<file path="src/rtl/tdc_therm_encoder.sv">
// TDC thermometer back end: optional input register, bubble correction, binary encode,
// optional window averaging and a one-entry valid/ready holding register.
module tdc_therm_encoder #(
    parameter int TAPS     = 32,
    parameter int CNT_W    = $clog2(TAPS + 1),
    parameter int AVG_LOG2 = 2
) (
    input  logic             clk,
    input  logic             rst_n,
    input  logic             ena,
    input  logic [TAPS-1:0]  therm_i,
    input  logic             sample_i,
    input  logic             bypass_i,
    input  logic             avg_en_i,
    input  logic             clear_i,
    output logic [CNT_W-1:0] code_o,
    output logic             code_valid_o,
    input  logic             code_ready_i,
    output logic             overflow_o,
    output logic             bubble_err_o
);

    localparam int ACC_W = CNT_W + AVG_LOG2;
    localparam int CW    = (AVG_LOG2 > 0) ? AVG_LOG2 : 1;
    localparam int WIN   = 1 << AVG_LOG2;

    typedef enum logic {ST_ACC, ST_PASS} state_t;

    logic [TAPS-1:0]  therm_q;
    logic             samp_q;
    logic [TAPS-1:0]  t_sel;
    logic [TAPS+1:0]  t_ext;
    logic [TAPS-1:0]  c;
    logic             strobe;
    logic [CNT_W-1:0] enc_next;
    logic             enc_valid;
    logic [CNT_W-1:0] enc_code;
    state_t           state;
    state_t           mode_sel;
    logic [CW-1:0]    cnt;
    logic [ACC_W-1:0] acc;
    logic [ACC_W-1:0] sum;
    logic             take;
    logic             last;
    logic             res_valid;
    logic [CNT_W-1:0] res_code;

    // Only strobes seen in REG mode are captured, so switching into REG mode cannot replay a sample.
    always_ff @(posedge clk or negedge rst_n) begin
        if (!rst_n) begin
            therm_q <= '0;
            samp_q  <= 1'b0;
        end else if (clear_i) begin
            samp_q  <= 1'b0;
        end else if (ena) begin
            therm_q <= therm_i;
            samp_q  <= sample_i & bypass_i;
        end
    end

    assign t_sel  = bypass_i ? therm_q : therm_i;
    assign strobe = ena & ~clear_i & (bypass_i ? samp_q : sample_i);
    assign t_ext  = {1'b0, t_sel, 1'b1};

    always_comb begin
        c        = '0;
        enc_next = CNT_W'(TAPS);
        for (int unsigned i = 0; i < TAPS; i++) begin
            c[i] = (t_ext[i] & t_ext[i+1]) | (t_ext[i] & t_ext[i+2]) | (t_ext[i+1] & t_ext[i+2]);
        end
        for (int unsigned i = TAPS; i > 0; i--) begin
            if (!c[i-1]) enc_next = CNT_W'(i - 1);
        end
    end

    always_ff @(posedge clk or negedge rst_n) begin
        if (!rst_n) begin
            enc_valid    <= 1'b0;
            enc_code     <= '0;
            bubble_err_o <= 1'b0;
        end else if (clear_i) begin
            enc_valid    <= 1'b0;
            bubble_err_o <= 1'b0;
        end else if (ena) begin
            enc_valid <= strobe;
            if (strobe) begin
                enc_code <= enc_next;
                if (c != t_sel) bubble_err_o <= 1'b1;
            end
        end
    end

    assign take      = ena & enc_valid;
    assign last      = (cnt == CW'(WIN - 1));
    assign sum       = acc + ACC_W'(enc_code);
    assign res_valid = take & ((state == ST_PASS) | last);
    assign res_code  = (state == ST_PASS) ? enc_code : CNT_W'(sum >> AVG_LOG2);
    assign mode_sel  = (avg_en_i && AVG_LOG2 != 0) ? ST_ACC : ST_PASS;

    // The averaging mode is re-latched only while no window is open.
    always_ff @(posedge clk or negedge rst_n) begin
        if (!rst_n) begin
            state <= ST_ACC;
            cnt   <= '0;
            acc   <= '0;
        end else if (clear_i) begin
            state <= ST_ACC;
            cnt   <= '0;
            acc   <= '0;
        end else if (ena) begin
            if (take) begin
                if (state == ST_PASS) begin
                    state <= mode_sel;
                end else if (last) begin
                    acc   <= '0;
                    cnt   <= '0;
                    state <= mode_sel;
                end else begin
                    acc <= sum;
                    cnt <= cnt + CW'(1);
                end
            end else if (cnt == '0) begin
                state <= mode_sel;
            end
        end
    end

    always_ff @(posedge clk or negedge rst_n) begin
        if (!rst_n) begin
            code_o       <= '0;
            code_valid_o <= 1'b0;
            overflow_o   <= 1'b0;
        end else if (clear_i) begin
            code_o       <= '0;
            code_valid_o <= 1'b0;
            overflow_o   <= 1'b0;
        end else if (res_valid) begin
            if (!code_valid_o || code_ready_i) begin
                code_o       <= res_code;
                code_valid_o <= 1'b1;
            end else begin
                overflow_o   <= 1'b1;
            end
        end else if (code_valid_o && code_ready_i) begin
            code_valid_o <= 1'b0;
        end
    end

endmodule
</file>
<file path="config.mk">
export PLATFORM = sky130hd
export DESIGN_NAME = tdc_therm_encoder
export DESIGN_NICKNAME = d
export VERILOG_FILES = /design/src/rtl/tdc_therm_encoder.sv
export SDC_FILE = /design/constraint.sdc
export NUM_CORES = 1
export LEC_CHECK = 0
export CORE_UTILIZATION = 52
export DETAILED_ROUTE_END_ITERATION = 8
export GPL_TIMING_DRIVEN = 0
export PLACE_DENSITY = 0.74
export SKIP_CTS_REPAIR_TIMING = 1
export SLEW_MARGIN = 25
export SYNTH_ARGS = -nofsm -noshare
export SYNTH_HDL_FRONTEND = slang
export SYNTH_SLANG_ARGS = --single-unit
</file>
<file path="constraint.sdc">
create_clock -name clk -period 3.7 [get_ports clk]
set_input_delay 0.37 -clock clk [delete_from_list [all_inputs] [get_ports clk]]
set_output_delay 0.37 -clock clk [all_outputs]
set_load 0.02 [all_outputs]
</file>
==> results.sh <==
export IMPL_clock_fmax_mhz=408
export IMPL_max_vdd_ir_drop_v=0.000194
export IMPL_numCtsBuffers=9
export IMPL_rows=34
export IMPL_fin_setup_tns_ns=0
export IMPL_via_count=4760
export IMPL_die_area_sq_mm=0.00969
export IMPL_power_leakage_nw=2.34
export IMPL_slew_headroom_pct=48.7
export IMPL_p_switching_uw=750
export IMPL_htreeDepth=3
export IMPL_yosys_warnings=0
export IMPL_critPathLaunchType="primary input"
export IMPL_fin_crit_sh_pct=66.2
export IMPL_layout_min_cycle_time_ns=2.45
export IMPL_rsz0062_at_grt="false"
export IMPL_hold_viol=0
export IMPL_crit_path_end_kind="register"
export IMPL_synth_area_sq_mm=0.00484
export IMPL_critical_path_peak_fanout=10
export IMPL_synthCells=581
export IMPL_gp_congestion=0.978
export IMPL_clkPwrFrac_pct=27.7
export IMPL_drv_slew=0
export IMPL_grt_max_degree=39
export IMPL_violations="DRC"
export IMPL_drt_pre_antenna_iters=9
export IMPL_critPathKind="primary input to register"
export IMPL_critPathArrivalTime_ns=2.67
export IMPL_route_detailed_wl_per_inst_microns=18.4
export IMPL_comb_power_share_pct=33.1
export IMPL_required_ns=3.92
export IMPL_ios=49
export IMPL_syn_num_nets=630
export IMPL_synthFlopType="dfrtp_1"
export IMPL_final_setup_viol_count=0
export IMPL_yosysSeqAreaShare_pct=31.0
export IMPL_grt_pass1_wl_microns=23000
export IMPL_antenna_found_initial=0
export IMPL_skew_ns=0.0119
export IMPL_clkTransAtPathRegs_ns=0.07
export IMPL_area_growth_pct=16.4
export IMPL_cts_sinks=60
export IMPL_final_common_cell="nand2_1"
export IMPL_async_flop_share_pct=100
export IMPL_overflow=0
export IMPL_avgSynthCellArea_sq_um=8.33
export IMPL_clockBufferDepth=2
export IMPL_fill_cells=787
export IMPL_cts_root_buf="clkbuf_8"
export IMPL_drc=2
export IMPL_post_route_util_pct=63.6
export IMPL_start_util_pct=54.7
export IMPL_worstReg2RegStart="therm_q[20]"
export IMPL_port_buffers=46
export IMPL_wl_microns=13900
export IMPL_status="finished, violations left"
export IMPL_worst_slew_pin_slew_ns=0.747
export IMPL_worstHoldPathType="primary input to asynchronous set/reset pin"
export IMPL_detail_route_antenna_nets=0
export IMPL_drtIter0Drc=220
export IMPL_crit_start="therm_i[20]"
export IMPL_ys_ff_latch=60
export IMPL_clk_insertion_delay_late_ns=0.35
export IMPL_synth_cell_type_count=70
export IMPL_powerDensity_mw_per_mm2=350
export IMPL_swShare_pct=38.0
export IMPL_maxCapViolations=0
export IMPL_dieHeight_microns=98.5
export IMPL_mostFrequentLayoutCells="133 x nand2_1, 60 x dfrtp_1, 45 x clkdlybuf4s50_1"
export IMPL_p_int_mw=1.22
export IMPL_grt_usage_pct=29.8
export IMPL_dp_hpwl_microns=10400
export IMPL_diodes=0
export IMPL_synth_edf_count=0
export IMPL_first_global_vias=4672
export IMPL_die_x_microns=98.5
export IMPL_cts_tree="built"
export IMPL_core_area_sq_mm=0.00885
export IMPL_pwr_share_seq_pct=39.2
export IMPL_layout_drive_gt1_share_pct=12.2
export IMPL_routed_via_density=6.32
export IMPL_layout_nets=689
-- registers in the layout (all words and copies together) (netlist names) --
name / count
acc: 8
enc_code: 6
state: 1
samp_q: 1
overflow_o: 1
therm_q: 32
enc_valid: 1
cnt: 2
bubble_err_o: 1
code_valid_o: 1
code_o: 6
-- stage by stage --
stage               power [mW]  worst slack [ns]  cells  area [sq um]  hold slack, ns
floorplan                 1.22              1.60    581          4840          0.0744
global placement          1.41             0.326    735          5430           0.462
detailed placement        1.42             0.911    736          5450           0.295
CTS                       1.96              1.26    752          5620         -0.0757
global route              2.08              1.04    753          5630           0.489
finish                    1.97              1.25    753          5630           0.457
-- final timing paths --
check / cells after the start / endpoint / slack, ns
setup / recovery: 7 / bubble_err_o / 1.25
hold / removal: 2 / therm_q[4] / 0.46
setup reg to reg: 6 / bubble_err_o / 1.30
hold reg to reg: 2 / therm_q[0] / 0.49
max in group asynchronous: 3 / acc[2] / 2.75
min in group clk: 2 / therm_q[0] / 0.49
-- metal layers --
layer  vias to the layer above  routed length (microns)  GRT usage (%)
met1                      2267                     6050           38.2
met4                         0                      439           13.7
li1                       2277                        -              -
met2                       182                     6520           49.6
met5                         -                        0              0
met3                        34                      843           4.96
-- cell usage after synthesis, types with 4 or more instances --
| cell | n | area share (%) |
|---|---|---|
| nor4_1 | 8 | 1.0 |
| o22ai_1 | 7 | 0.91 |
| buf_2 | 4 | 0.41 |
| o21ai_1 | 4 | 0.41 |
| xnor2_1 | 6 | 1.1 |
| nand3b_1 | 4 | 0.62 |
| a31oi_1 | 9 | 1.2 |
| nand4_1 | 4 | 0.52 |
| clkbuf_1 | 12 | 0.93 |
| nand3_1 | 12 | 1.2 |
| a22o_1 | 4 | 0.72 |
| a21oi_1 | 43 | 4.4 |
| nor2b_1 | 6 | 0.78 |
| o21ai_0 | 28 | 2.9 |
| ha_1 | 8 | 2.1 |
| inv_1 | 9 | 0.70 |
| nand2b_1 | 7 | 0.91 |
| o211ai_1 | 8 | 1.2 |
| nand2_1 | 133 | 10 |
| nor3_1 | 13 | 1.3 |
| dfrtp_1 | 60 | 31 |
| buf_6 | 6 | 1.4 |
| o221ai_1 | 6 | 1.1 |
| nor4b_1 | 4 | 0.72 |
| nor2_1 | 35 | 2.7 |
| a211oi_1 | 18 | 2.8 |
| mux2i_1 | 22 | 4.6 |
| mux2i_2 | 8 | 2.3 |
| a311oi_1 | 4 | 0.72 |
| mux2_2 | 27 | 6.3 |
-- final cells by class --
cell class | count | area [sq um] | share of cell area, %
plain buffers | 26 | 183 | 3.24
clock buffers | 10 | 128 | 2.27
clock inverters | 6 | 41.3 | 0.733
inverters | 9 | 33.8 | 0.600
multi-input cells | 486 | 3120 | 55.4
flip-flops and latches | 60 | 1500 | 26.7
well taps | 108 | 135 | 2.40
repair buffers | 48 | 488 | 8.67
-- critical path, cell delays in order --
cell and delay, ns:
clkdlybuf4s50_1 0.45, mux2i_1 0.59, a211oi_1 0.19, a2111oi_2 0.38, nand4_1 0.14, nor4_1 0.46, o2bb2ai_1 0.10
-- power by group through the flow --
stage	logic [mW]	clock network (mW)	registers, mW
2_1_floorplan	0.449	0	0.768
3_3_place_gp	0.626	0	0.781
3_5_place_dp	0.639	0	0.784
4_1_cts	0.643	0.550	0.771
5_1_grt	0.715	0.583	0.781
6_report	0.653	0.545	0.773
-- cells by family after synthesis --
logic type | count (synthesis) | synth area share, %
xor gates and xnor gates | 7 | 1.27
muxes | 61 | 14.7
adders and majority gates | 13 | 3.34
AOI/OAI and AO/OA | 166 | 23.0
DFF | 60 | 31.0
and+or+nand+nor | 239 | 22.2
buffers and inverters | 35 | 4.47
(Power assumes the default switching activity.)
